===== src/rtl/full_stream_fifo_pkg.sv =====
// Shared types for the fully-connected layer stream FIFO.
package full_stream_fifo_pkg;

   typedef struct packed {
      logic        sign;
      logic [7:0]  exponent;
      logic [22:0] mantissa;
   } float_24_8;

   typedef struct packed {
      logic      fst;
      float_24_8 data;
   } stream_word_t;

endpackage


===== src/rtl/full_stream_ram.sv =====
// DEPTH x (WIDTH+1) register file: one synchronous write port, one asynchronous read port.
module full_stream_ram
   import full_stream_fifo_pkg::*;
#(
   parameter int unsigned WIDTH  = 32,
   parameter int unsigned DEPTH  = 8,
   parameter int unsigned ADDR_W = $clog2(DEPTH)
) (
   input  logic              clk,
   input  logic              wr_en,
   input  logic [ADDR_W-1:0] wr_addr,
   input  logic [WIDTH:0]    wr_data,
   input  logic [ADDR_W-1:0] rd_addr,
   output logic [WIDTH:0]    rd_data
);

   logic [WIDTH:0] mem_q [DEPTH];

   // Storage is never reset; validity is tracked by the FIFO counters.
   always_ff @(posedge clk) begin
      if (wr_en) begin
         mem_q[wr_addr] <= wr_data;
      end
   end

   assign rd_data = mem_q[rd_addr];

endmodule


===== src/rtl/full_stream_fifo.sv =====
// Stream FIFO of {fst, data} words with early-ready, occupancy and frame-count status.
module full_stream_fifo
   import full_stream_fifo_pkg::*;
#(
   parameter int unsigned WIDTH     = 32,
   parameter int unsigned DEPTH     = 8,
   parameter int unsigned AF_MARGIN = 2
) (
   input  logic                   clk,
   input  logic                   reset,
   input  logic                   flush,
   input  logic [WIDTH-1:0]       in_data,
   input  logic                   in_fst,
   input  logic                   in_vld,
   output logic                   in_rdy,
   output logic                   in_pre_rdy,
   output logic [WIDTH-1:0]       out_data,
   output logic                   out_fst,
   output logic                   out_vld,
   input  logic                   out_rdy,
   output logic [$clog2(DEPTH):0] level,
   output logic [$clog2(DEPTH):0] frames
);

   localparam int unsigned PTR_W = $clog2(DEPTH);
   localparam int unsigned LVL_W = PTR_W + 1;

   logic [PTR_W-1:0] wr_ptr_q, wr_ptr_d;
   logic [PTR_W-1:0] rd_ptr_q, rd_ptr_d;
   logic [LVL_W-1:0] level_q,  level_d;
   logic [LVL_W-1:0] frames_q, frames_d;
   logic [LVL_W-1:0] free_slots;
   logic [WIDTH:0]   head_word;
   logic             head_fst;
   logic             wr_fire;
   logic             rd_fire;
   logic             clear;
   logic             ram_wr_en;

   // Handshake status derives only from registered occupancy: no in->out or out->in paths.
   assign free_slots = LVL_W'(DEPTH) - level_q;
   assign in_rdy     = (level_q != LVL_W'(DEPTH));
   assign in_pre_rdy = (free_slots > LVL_W'(AF_MARGIN));
   assign out_vld    = (level_q != '0);

   assign wr_fire   = in_vld  & in_rdy;
   assign rd_fire   = out_vld & out_rdy;
   assign clear     = reset | flush;
   assign ram_wr_en = wr_fire & ~clear;

   assign head_fst = head_word[WIDTH];
   assign out_fst  = head_fst;
   assign out_data = head_word[WIDTH-1:0];
   assign level    = level_q;
   assign frames   = frames_q;

   full_stream_ram #(
      .WIDTH  (WIDTH),
      .DEPTH  (DEPTH),
      .ADDR_W (PTR_W)
   ) u_ram (
      .clk     (clk),
      .wr_en   (ram_wr_en),
      .wr_addr (wr_ptr_q),
      .wr_data ({in_fst, in_data}),
      .rd_addr (rd_ptr_q),
      .rd_data (head_word)
   );

   // Pointer and counter update; flush wins over any concurrent transfer.
   always_comb begin
      wr_ptr_d = wr_ptr_q;
      rd_ptr_d = rd_ptr_q;
      level_d  = level_q;
      frames_d = frames_q;
      if (flush) begin
         wr_ptr_d = '0;
         rd_ptr_d = '0;
         level_d  = '0;
         frames_d = '0;
      end else begin
         if (wr_fire) begin
            wr_ptr_d = wr_ptr_q + PTR_W'(1);
         end
         if (rd_fire) begin
            rd_ptr_d = rd_ptr_q + PTR_W'(1);
         end
         case ({wr_fire, rd_fire})
            2'b10:   level_d = level_q + LVL_W'(1);
            2'b01:   level_d = level_q - LVL_W'(1);
            default: level_d = level_q;
         endcase
         case ({wr_fire & in_fst, rd_fire & head_fst})
            2'b10:   frames_d = frames_q + LVL_W'(1);
            2'b01:   frames_d = frames_q - LVL_W'(1);
            default: frames_d = frames_q;
         endcase
      end
   end

   always_ff @(posedge clk) begin
      if (reset) begin
         wr_ptr_q <= '0;
         rd_ptr_q <= '0;
         level_q  <= '0;
         frames_q <= '0;
      end else begin
         wr_ptr_q <= wr_ptr_d;
         rd_ptr_q <= rd_ptr_d;
         level_q  <= level_d;
         frames_q <= frames_d;
      end
   end

endmodule


===== config.mk =====
export PLATFORM = sky130hd
export DESIGN_NAME = full_stream_fifo
export DESIGN_NICKNAME = d
export VERILOG_FILES = /design/src/rtl/full_stream_fifo_pkg.sv /design/src/rtl/full_stream_ram.sv /design/src/rtl/full_stream_fifo.sv
export SDC_FILE = /design/constraint.sdc
export NUM_CORES = 1
export LEC_CHECK = 0
export BUFFER_PORTS_ARGS = -buffer_cell sky130_fd_sc_hd__buf_2
export CORE_MARGIN = 5
export CORE_UTILIZATION = 30
export CTS_CLUSTER_DIAMETER = 50
export DETAILED_ROUTE_END_ITERATION = 7
export PLACE_DENSITY = 0.41
export RECOVER_POWER = 25
export SLEW_MARGIN = 20
export SYNTH_ARGS = -nofsm -noshare
export SYNTH_HDL_FRONTEND = slang
export SYNTH_SLANG_ARGS = --single-unit

===== constraint.sdc =====
create_clock -name clk -period 9.3 [get_ports clk]
set_input_delay 0.465 -clock clk [delete_from_list [all_inputs] [get_ports clk]]
set_output_delay 0.465 -clock clk [all_outputs]
set_load 0.005 [all_outputs]

# After elaboration in Yosys (flattened, before gate mapping)

Memories as Yosys holds them, arrays and structs flattened. A register that Yosys moved wholly into a read port is not among the register bits.
Index checks and enable logic that the tools add are counted.

Memories: 1
Bits in latches: 0
Output and inout port bits: 44
Bits in writable memories: 264
Bits in registers: 14
Bits of input ports: 38
Logic and storage cells: 35
Bits in read-only memories: 0

Memory list:

| name        | words | width | read ports | clocked after memory_dff | wr ports | RTL line              | source |
|---|---|---|---|---|---|---|---|
| u_ram.mem_q | 8     | 33    | 1          | 1                        | 1        | full_stream_ram.sv:17 | `logic [WIDTH:0] mem_q [DEPTH];` |

Equal/unequal tests: 5
Divide/modulo/power cells: 0
Magnitude comparators: 1
Bitwise operators: 7
Shift-type cells: 0
Add/subtract/negate cells: 7
Reduce and logical (&&, ||, !) cells: 4
Mux-type cells: 6
Multiply operators: 0

Operators with widths:

| operator                                                               | count |
|---|---|
| 4-bit case mux with 2 select lines                                     | 2 |
| 4-bit by 1-bit adder with 4-bit output (second input constant)         | 2 |
| 4-bit by 1-bit subtractor with 4-bit output (second input constant)    | 2 |
| 3-bit by 1-bit adder with 3-bit output (second input constant)         | 2 |
| 3-bit two-way mux                                                      | 2 |
| 1-bit bitwise AND                                                      | 5 |
| 2-bit by 1-bit equality test with 1-bit output (second input constant) | 2 |
| 2-bit equality test (second input constant)                            | 2 |
| 4-bit by 2-bit > comparator with 1-bit output (second input constant)  | 1 |
| 4-bit inequality test (second input constant)                          | 1 |
| 2-bit nonzero test                                                     | 2 |
| 4-bit nonzero test                                                     | 1 |
| 4-bit subtractor (first input constant)                                | 1 |
| 1-bit two-way mux                                                      | 2 |
| 2-bit OR reduction                                                     | 1 |
| 1-bit NOT                                                              | 1 |
| 1-bit bitwise OR                                                       | 1 |

# Longest topological paths before layout

Word-level depth: 5
Mapped depth: 13
Mapped depth without buffers: 12

# By module

Synthesis repeated with hierarchy kept, for this count alone.

Cell total of the unflattened synthesis: 506
Area total of the unflattened synthesis: 10,961.8 um^2

By module, submodules not included:

| module           | instances | sequential area each (um^2) | cells each | area each (um^2) |
|---|---|---|---|---|
| full_stream_ram  | 1         | 7,927.6                     | 394        | 9,979.6 |
| full_stream_fifo | 1         | 280.3                       | 112        | 982.2 |

# Worst setup path before layout

No wires, ideal clock.

Kind: register -> register
Start: register level_q[1], in the netlist level[1]
End: memory u_ram.mem_q[0][0] (netlist name) (enable)
Cell stages (with the launch flop): 8
Data arrival time: 3,752 ps
Buffers on the path: 1
Slack: 5,083 ps
Clock period less this slack: 4,217 ps
Path through: dfxtp_1 > buf_2 > inv_1 > ha_1 > nand3b_2 > nand2_1 > or3_1 > nor3_1

Longest elaborated chain between the ends: 5

Ends and longest elaborated chain:

| what                                    | RTL line                | source |
|---|---|---|
| from (decl)                             | full_stream_fifo.sv:30  | `logic [LVL_W-1:0] level_q, level_d;` |
| from (signal assigned)                  | full_stream_fifo.sv:110 | `level_q <= level_d;` |
| 4-bit inequality test                   | full_stream_fifo.sv:42  | `assign in_rdy = (level_q != LVL_W'(DEPTH));` |
| net in_rdy                              | full_stream_fifo.sv:15  | `output logic in_rdy,` |
| 1-bit bitwise AND                       | full_stream_fifo.sv:46  | `assign wr_fire = in_vld & in_rdy;` |
| 1-bit bitwise AND                       | full_stream_fifo.sv:49  | `assign ram_wr_en = wr_fire & ~clear;` |
| 1-bit two-way mux                       | full_stream_ram.sv:21   | `if (wr_en) begin` |
| 1-bit two-way mux (not written as such) | full_stream_ram.sv:22   | `mem_q[wr_addr] <= wr_data;` |
| to (decl)                               | full_stream_ram.sv:17   |  |

The timed path passes the listed nets, and every way through them passes these cells.

==> flow_metrics.env <==
export IMPL_netSwitchingFraction_pct=19.8
export IMPL_rsz0062_at_grt="false"
export IMPL_grt_util_met2_pct=19.3
export IMPL_cts_max_path_buffers=3
export IMPL_postCtsHoldBufs=0
export IMPL_yosysTopAreaCell="edfxtp_1"
export IMPL_ant_nets=0
export IMPL_dp_hpwl_um=12200
export IMPL_worstPathRequired_ns=8.84
export IMPL_synth_distinct_cells=37
export IMPL_final_nets=655
export IMPL_drv_cap=0
export IMPL_setup_violations=0
export IMPL_worst_path_max_fanout=54
export IMPL_grt_usage_pct=11.2
export IMPL_p_int_mw=2.24
export IMPL_synthCells=499
export IMPL_rows=70
export IMPL_die_x_um=202
export IMPL_pre_cts_ws_ns=6.03
export IMPL_max_stage_delay_ns=0.80
export IMPL_first_pass_iters=4
export IMPL_top_usage_layer="met2"
export IMPL_synth_edf_count=264
export IMPL_routed_via_density=4.69
export IMPL_critPathTopFamily="multiplexers"
export IMPL_ys_seq_elements=281
export IMPL_hold_path_class="in2reg"
export IMPL_start_kind="flip-flop"
export IMPL_initial_core_util_pct=30.3
export IMPL_fin_util_pct=36.1
export IMPL_diodes=0
export IMPL_clock_power_share_pct=47.4
export IMPL_yosys_warnings=0
export IMPL_p_per_area_nw_per_um2=211
export IMPL_fin_worst_skew_ns=0.00905
export IMPL_cts_tree="done"
export IMPL_gp_congestion=0.711
export IMPL_cts_root_buf="clkbuf_16"
export IMPL_grt_pass1_wl_um=34900
export IMPL_p_sw_mw=0.553
export IMPL_period_needed_ns=3.43
export IMPL_hold_violations=0
export IMPL_grt_pass1_vias=5720
export IMPL_status="completed"
export IMPL_wl_per_cell_um=21.0
export IMPL_yosysTopAreaCellShare_pct=71.4
export IMPL_numPortBuffers=81
export IMPL_critPathSlowestCell="buf_4"
export IMPL_crit_buf_inv=2
export IMPL_die_area_um2=41000
export IMPL_grt_max_degree=67
export IMPL_numCtsBuffers=36
export IMPL_fin_crit_sh_pct=36.9
export IMPL_fin_ws_ns=5.87
export IMPL_synth_nets=548
export IMPL_endpoint_kind="output port"
export IMPL_globalRouteOverflowTotal=0
export IMPL_pwr_share_comb_pct=2.7
export IMPL_area_growth_pct=19.1
export IMPL_synth_top_cells_by_area="edfxtp_1 (71%), mux4_1 (14%), mux2_2 (3.3%), dfxtp_1 (3.1%), mux4_2 (1.6%)"
export IMPL_io_pins=82
export IMPL_crit_chain="buf_4, mux4_1, mux2_2, buf_2"
export IMPL_slew_headroom_pct=32.1
export IMPL_coreArea_um2=36600
export IMPL_fmax_mhz=292
export IMPL_async_flop_share_pct=0
export IMPL_finalWirelength_um=23000
export IMPL_p_leak_nw=4.31
export IMPL_syn_area_per_cell_um2=22.3
export IMPL_clkSinkCount=281
export IMPL_synthFlopType="edfxtp_1"
export IMPL_antenna_found_initial=1
export IMPL_use_met1_pct=14.1
export IMPL_post_cts_buffers=0
export IMPL_max_vdd_ir_drop_mv=0.0861
export IMPL_netlist_area_um2=11100
export IMPL_maxSlewViolCount=0
export IMPL_vias=5153
export IMPL_clkLatencyLatePin_ns=0.49
export IMPL_path_clk_slew_ns=0.06
export IMPL_cts_htree_levels=2
export IMPL_seq_area_frac_synth_pct=74.4
export IMPL_arrival_ns=2.96
export IMPL_ctsResizeCount=0
export IMPL_dieHeight_um=202
export IMPL_sequentialPowerShare_pct=49.9
export IMPL_finalSetupTns_ns=0
export IMPL_met3_usage_pct=2.84
export IMPL_worst_pin_slew_ns=1.02
export IMPL_drive_above_1_share_pct=28.2
export IMPL_setup_worst_path_class="reg2out"
export IMPL_first_iter_violations=165
export IMPL_drc_errors=0
==> routing by layer <==
| metal | part of all wire (%) | routed length (µm) | vias up |
|---|---|---|---|
| met5 | 0.056 | 13 | - |
| li1 | - | - | 2335 |
| met3 | 4.3 | 997 | 31 |
| met1 | 44 | 10200 | 2684 |
| met4 | 1.8 | 404 | 2 |
| met2 | 50 | 11400 | 101 |
==> power by group through the flow <==
stage	Combinational, mW	Sequential (mW)	Clock [mW]
3_5_place_dp	0.0782	1.42	0
2_1_floorplan	0.0398	1.42	0
3_3_place_gp	0.0758	1.42	0
6_report	0.0747	1.39	1.32
5_1_grt	0.0841	1.39	1.43
4_1_cts	0.0784	1.39	1.37
==> Yosys cell counts, types with 3 or more instances <==
master    number
edfxtp_1     264
mux4_1        58
mux2_2        33
nor2_1        20
dfxtp_1       17
ha_1          10
xor2_1         9
a21oi_1        8
mux4_2         8
nand3_1        8
buf_6          7
clkbuf_1       7
inv_1          7
buf_1          6
nand2_1        6
o21ai_0        4
nor3_1         3
==> final timing paths <==
| check | start | end | slack (ns) | cells past startpoint |
|---|---|---|---|---|
| min | in_data[0] | u_ram.mem_q[6][0] | 0.25 | 1 |
| min reg2reg | rd_ptr_q[1] | flip-flop | 0.48 | 2 |
| max reg2reg | flip-flop | frames[3] | 6.07 | 9 |
| max | flip-flop | out_data[25] | 5.87 | 4 |
==> registers in the layout, summed over array words and instances (netlist names), named ones only <==
name / cells
frames: 4
level: 4
rd_ptr_q: 3
u_ram.mem_q: 264
wr_ptr_q: 3
==> area by class of cell <==
class                   count  area [µm²]
repair buffers             91         453
well taps                 468         586
inverters                   7        26.3
clock inverters            20         205
clock buffers              43         948
multi-input cells         189        2730
fillers                  3401       23400
flip-flops and latches    281        8280
==> kinds of logic after synthesis <==
family / after synthesis / synth area share, %
flops: 281 / 74.4
mux: 100 / 18.8
simple gates: 51 / 2.35
buf+inv: 29 / 1.48
compound gates: 18 / 0.946
fa+ha+maj: 11 / 1.31
xor+xnor: 9 / 0.710
==> stage by stage <==
stage               power (mW)  hold WS [ns]  cell area [µm²]  instances
floorplan                 1.46         0.454            11100        499
global placement          1.50         0.473            12100       1036
detailed placement        1.50         0.463            12100       1036
CTS                       2.84         0.214            13300       1099
global route              2.91         0.254            13200       1099
finish                    2.79         0.252            13200       1099
==> layout by cell type, fill, tap and decap left out, types with 2 or more instances in the layout <==
master,count
inv_8,3
buf_4,10
or3_1,2
nor3_2,2
xor2_1,9
nor2_4,6
nand3_1,8
mux2_2,33
dfxtp_4,2
bufinv_16,3
a21o_1,2
clkinv_1,3
a21oi_1,8
edfxtp_1,264
nand2b_1,2
buf_2,59
ha_1,10
clkinv_4,3
inv_1,7
clkbuf_1,28
nor2_1,14
clkbuf_16,37
clkinv_2,7
mux4_2,8
mux4_1,58
dfxtp_1,14
nand2_1,6
o21ai_0,4
No activity file was read; power rests on OpenSTA's default activity.
